==> src/rtl/dma_desc_sched.sv <==
// Descriptor-chain DMA scheduler: fetches 4-word descriptors one read at a time,
// issues each transfer to the datapath and walks the next-pointer chain.
module dma_desc_sched #(
  parameter int LEN_W = 16,
  parameter int CNT_W = 16
) (
  input  logic             clk,
  input  logic             reset_n,
  input  logic             ctrl_go_i,
  input  logic             ctrl_stop_i,
  input  logic [31:0]      desc_ptr_i,
  output logic             mem_rd_o,
  output logic [31:0]      mem_addr_o,
  input  logic             mem_wait_rq_i,
  input  logic [31:0]      mem_rd_data_i,
  input  logic             mem_rd_valid_i,
  output logic             xfer_start_o,
  output logic [31:0]      xfer_src_o,
  output logic [31:0]      xfer_dst_o,
  output logic [LEN_W-1:0] xfer_len_o,
  input  logic             xfer_done_i,
  output logic             busy_o,
  output logic             done_o,
  output logic             error_o,
  output logic [CNT_W-1:0] desc_count_o,
  output logic [31:0]      cur_desc_o
);

  typedef enum logic [2:0] {
    S_IDLE, S_RD_REQ, S_RD_WAIT, S_ISSUE, S_WAIT_DONE, S_NEXT
  } state_t;

  state_t           r_state;
  logic             r_go_q;
  logic [1:0]       r_idx;
  logic [31:0]      r_src, r_dst, r_next, r_cur;
  logic [LEN_W-1:0] r_len;
  logic             r_bad;
  logic             r_mem_rd, r_xfer_start, r_done, r_error;
  logic [31:0]      r_mem_addr, r_xfer_src, r_xfer_dst;
  logic [LEN_W-1:0] r_xfer_len;
  logic [CNT_W-1:0] r_count;

  logic             w_go_edge;
  logic [1:0]       w_idx_inc;
  logic [31:0]      w_next_word_addr;
  logic             w_bad;

  assign w_go_edge        = ctrl_go_i & ~r_go_q;
  assign w_idx_inc        = r_idx + 2'd1;
  assign w_next_word_addr = r_cur + {28'd0, w_idx_inc, 2'b00};
  // Evaluated when the last word arrives; src/dst/len were captured earlier.
  assign w_bad = (r_len == '0) | (|r_src[1:0]) | (|r_dst[1:0]) | (|r_cur[1:0]);

  always_ff @(posedge clk or negedge reset_n) begin
    if (!reset_n) begin
      r_state      <= S_IDLE;
      // Resets high so a go already asserted at reset release is not seen as an edge.
      r_go_q       <= 1'b1;
      r_idx        <= '0;
      r_src        <= '0;
      r_dst        <= '0;
      r_len        <= '0;
      r_next       <= '0;
      r_cur        <= '0;
      r_bad        <= 1'b0;
      r_mem_rd     <= 1'b0;
      r_mem_addr   <= '0;
      r_xfer_start <= 1'b0;
      r_xfer_src   <= '0;
      r_xfer_dst   <= '0;
      r_xfer_len   <= '0;
      r_done       <= 1'b0;
      r_error      <= 1'b0;
      r_count      <= '0;
    end else begin
      // NOTE: all state here uses non-blocking assignments so every branch sees
      // the pre-edge values, regardless of statement order.
      r_go_q <= ctrl_go_i;
      r_done <= 1'b0;
      case (r_state)
        S_IDLE: begin
          if (w_go_edge) begin
            r_cur      <= desc_ptr_i;
            r_count    <= '0;
            r_error    <= 1'b0;
            r_idx      <= '0;
            r_mem_rd   <= 1'b1;
            r_mem_addr <= desc_ptr_i;
            r_state    <= S_RD_REQ;
          end
        end
        S_RD_REQ: begin
          if (!mem_wait_rq_i) begin
            r_mem_rd <= 1'b0;
            r_state  <= S_RD_WAIT;
          end
        end
        S_RD_WAIT: begin
          if (mem_rd_valid_i) begin
            case (r_idx)
              2'd0:    r_src  <= mem_rd_data_i;
              2'd1:    r_dst  <= mem_rd_data_i;
              2'd2:    r_len  <= mem_rd_data_i[LEN_W-1:0];
              default: r_next <= mem_rd_data_i;
            endcase
            if (r_idx != 2'd3) begin
              r_idx      <= w_idx_inc;
              r_mem_rd   <= 1'b1;
              r_mem_addr <= w_next_word_addr;
              r_state    <= S_RD_REQ;
            end else begin
              r_bad <= w_bad;
              if (!w_bad) begin
                r_xfer_start <= 1'b1;
                r_xfer_src   <= r_src;
                r_xfer_dst   <= r_dst;
                r_xfer_len   <= r_len;
              end
              r_state <= S_ISSUE;
            end
          end
        end
        S_ISSUE: begin
          r_xfer_start <= 1'b0;
          if (r_bad) begin
            r_error <= 1'b1;
            r_state <= S_IDLE;
          end else begin
            r_state <= S_WAIT_DONE;
          end
        end
        S_WAIT_DONE: begin
          if (xfer_done_i) begin
            if (r_count != '1) r_count <= r_count + CNT_W'(1);
            r_state <= S_NEXT;
          end
        end
        S_NEXT: begin
          if (ctrl_stop_i || (r_next == '0)) begin
            r_done  <= 1'b1;
            r_state <= S_IDLE;
          end else begin
            r_cur      <= r_next;
            r_idx      <= '0;
            r_mem_rd   <= 1'b1;
            r_mem_addr <= r_next;
            r_state    <= S_RD_REQ;
          end
        end
        default: r_state <= S_IDLE;
      endcase
    end
  end

  assign mem_rd_o     = r_mem_rd;
  assign mem_addr_o   = r_mem_addr;
  assign xfer_start_o = r_xfer_start;
  assign xfer_src_o   = r_xfer_src;
  assign xfer_dst_o   = r_xfer_dst;
  assign xfer_len_o   = r_xfer_len;
  assign busy_o       = (r_state != S_IDLE);
  assign done_o       = r_done;
  assign error_o      = r_error;
  assign desc_count_o = r_count;
  assign cur_desc_o   = r_cur;

endmodule

==> config.mk <==
export PLATFORM = sky130hd
export DESIGN_NAME = dma_desc_sched
export DESIGN_NICKNAME = d
export VERILOG_FILES = /design/src/rtl/dma_desc_sched.sv
export SDC_FILE = /design/constraint.sdc
export NUM_CORES = 1
export LEC_CHECK = 0
export CORE_ASPECT_RATIO = 1.75
export CORE_MARGIN = 1
export CORE_UTILIZATION = 57
export DETAILED_ROUTE_END_ITERATION = 10
export PLACE_DENSITY = 0.95
export SYNTH_ARGS = -nofsm -noshare
export SYNTH_HDL_FRONTEND = slang
export SYNTH_SLANG_ARGS = --single-unit
==> constraint.sdc <==
create_clock -name clk -period 5.7 [get_ports clk]
set_clock_uncertainty 0.05 [all_clocks]
set_input_delay 1.14 -clock clk [delete_from_list [all_inputs] [get_ports clk]]
set_output_delay 1.14 -clock clk [all_outputs]
set_load 0.005 [all_outputs]
==> qor.csv <==
metric,value,unit
outcome,completed,
worstReg2RegEnd,mem_addr_o[26],
die_area,22800,um2
via_count,9224,
setup_tns,0,ns
yosysSeqAreaShare,55.9,%
syn_avg_cell_area,12.7,um2
cts_tree,done,
synth_top_area_share,55.7,%
seq_area,7080,um2
final_nets,1297,
start_util,58.4,%
hold_path.class,reg2reg,
holdBufCountCts,0,
path_class,reg2out,
setup_viol,0,
cpPeakStageDelay,0.91,ns
clockBufferDepth,3,
hold_end,mem_addr_o[16],
gp_congestion,0.932,
portBuffers,235,
dieHeight,199,um
grt.total_usage,30.4,%
grt_pass1_wl,52500,um
overflow,0,
clk_latency,0.52,ns
placed_area,15300,um2
arrival,2.51,ns
firstDrtPassIters,6,
cts_buffers,25,
finalMaxSlewViolations,0,
critPathMaxFanout,26,
r2r_cells,9,
root_buffer,clkbuf_16,
core,21700,um2
htreeDepth,1,
powerDensity,421,nW/um2
power_leakage,7.32,nW
hold_viol,0,
synth_area_leaders,"dfrtp_1, mux2_2, mux2i_1",
synthDistinctLibCells,64,
whs,0.438,ns
hold_path.startpoint,mem_addr_o[16],
synth_ff_type,dfrtp_1,
drv_cap,0,
cts_setup_buffers,0,
synth_edf_count,0,
numClockSinks,283,
rows,71,
drive_above_1_share,23.6,%
die_w,115,um
synth_seq_cells,283,
rsz0062_at_grt,false,
drt_iter0_drc,654,
drtAntennaViolNets,0,
syn_area,12700,um2
fin_crit_sh,64.9,%
drcViolationCount,0,
async_flop_share,100,%
ir_drop,0.000321,V
final_cell_area,16100,um2
multi_input_area,5290,um2
wl_per_cell,22.1,um
synth.largest_area_cell,dfrtp_1,
r2r_slack,2.43,ns
critical_path.slowest_cell,dfrtp_1,
utilization,74.5,%
syn-instance-count,997,
max_freq,270,MHz
layout_commonest_cell,dfrtp_1,
grt_max_degree,125,
start_kind,flip-flop,
final_cell_mix,"dfrtp_1, clkdlybuf4s50_1, mux2_2, nand2_1, mux2i_1",
end_kind,primary output,
relSlewSlack,25.8,%
routed_wl,33900,um
antenna_found_initial,5,
dp_hpwl,24300,um
detail_route.vias_per_cell,6.02,
grt_pass1_vias,9665,
path_cells,inv_2 > nand2_1 > clkdlybuf4s50_1,
synthToLayoutAreaGrowth,27.4,%
post_cts_resized,0,
hold_path_depth,1,
ys_warn_count,0,
syn-num-nets,1077,
fillers,1402,
cp.required,4.51,ns
worst_pin_slew,1.11,ns
worstReg2RegStart,r_idx[0],
min_period,3.70,ns
path_clk_slew,0.07,ns
io_pins,236,
## layout make-up
| class | instances | share of cell area, % |
|---|---|---|
| flip-flops and latches | 283 | 43.9 |
| multi-input cells | 636 | 32.8 |
| repair buffers | 244 | 15.1 |
| clock buffers | 33 | 4.43 |
| well taps | 292 | 2.26 |
| clock inverters | 12 | 0.876 |
| inverters | 27 | 0.628 |
| diodes | 4 | 0.0620 |
## worst max-delay path by stage
stage	start	end	slack, ns	cells past startpoint
2_1_floorplan	r_idx[0]	mem_addr_o[24]	2.78	10
3_3_place_gp	mem_rd_valid_i	xfer_src_o[19]	2.15	5
3_5_place_dp	mem_rd_valid_i	xfer_dst_o[10]	2.08	5
4_1_cts	r_state[2]	busy_o	2.05	3
5_1_grt	r_state[2]	busy_o	1.87	3
6_report	r_state[2]	busy_o	2.00	3
## kinds of logic (layout without fill, tap and decap cells)
| family | count (synthesis) | count (layout) | synth area share [%] |
|---|---|---|---|
| muxes | 278 | 278 | 24.3 |
| AOI/OAI and AO/OA | 111 | 111 | 5.80 |
| and+or+nand+nor | 224 | 224 | 9.44 |
| xor gates and xnor gates | 14 | 14 | 0.968 |
| buffers and inverters | 78 | 316 | 2.63 |
| DFF | 283 | 283 | 55.9 |
| other | 0 | 4 | 0 |
| adders and majority gates | 9 | 9 | 0.948 |
## stage by stage
step           power (mW)  std cells  setup slack (ns)
2_1_floorplan        4.00        997              2.78
3_3_place_gp         4.92       1482              2.15
3_5_place_dp         5.05       1482              2.08
4_1_cts              6.81       1527              2.05
5_1_grt              7.11       1529              1.87
6_report             6.80       1531              2.00
## critical path, delay by kind of cell (launching register included)
kind / cells / cell delay (ns)
flip-flops: 1 / 0.91
AND/OR/NAND/NOR: 1 / 0.24
buffers and inverters: 2 / 0.83
## per-layer routing
metal  GRT usage, %  routed length (um)
met5              0                  11
met4           17.8                2170
met1           33.8               11800
met3           5.88                2130
met2           53.8               17700
## synth_stat cells (17+ instances only)
master,n
a21oi_1,17
nor4_1,21
buf_2,20
nand3_1,25
mux2_2,219
mux2i_1,43
o21ai_0,27
clkbuf_1,25
nor2_1,26
dfrtp_1,282
nand2_1,64
inv_1,26
nand4_1,17
## sequential cells by signal, indices dropped and copies added (netlist names)
signal        count
xfer_len_o       16
r_next           32
r_state           3
r_src            32
r_idx             2
r_dst            32
xfer_src_o       32
r_len            16
r_go_q            1
mem_rd_o          1
done_o            1
xfer_dst_o       32
mem_addr_o       32
xfer_start_o      1
desc_count_o     16
error_o           1
r_bad             1
cur_desc_o       32
## report_power, final
part | switching, mW | total (mW) | internal, mW
registers | 0.486 | 2.98 | 2.49
logic | 0.928 | 2.07 | 1.14
clock network | 0.736 | 1.75 | 1.02
(Power assumes the default switching activity.)
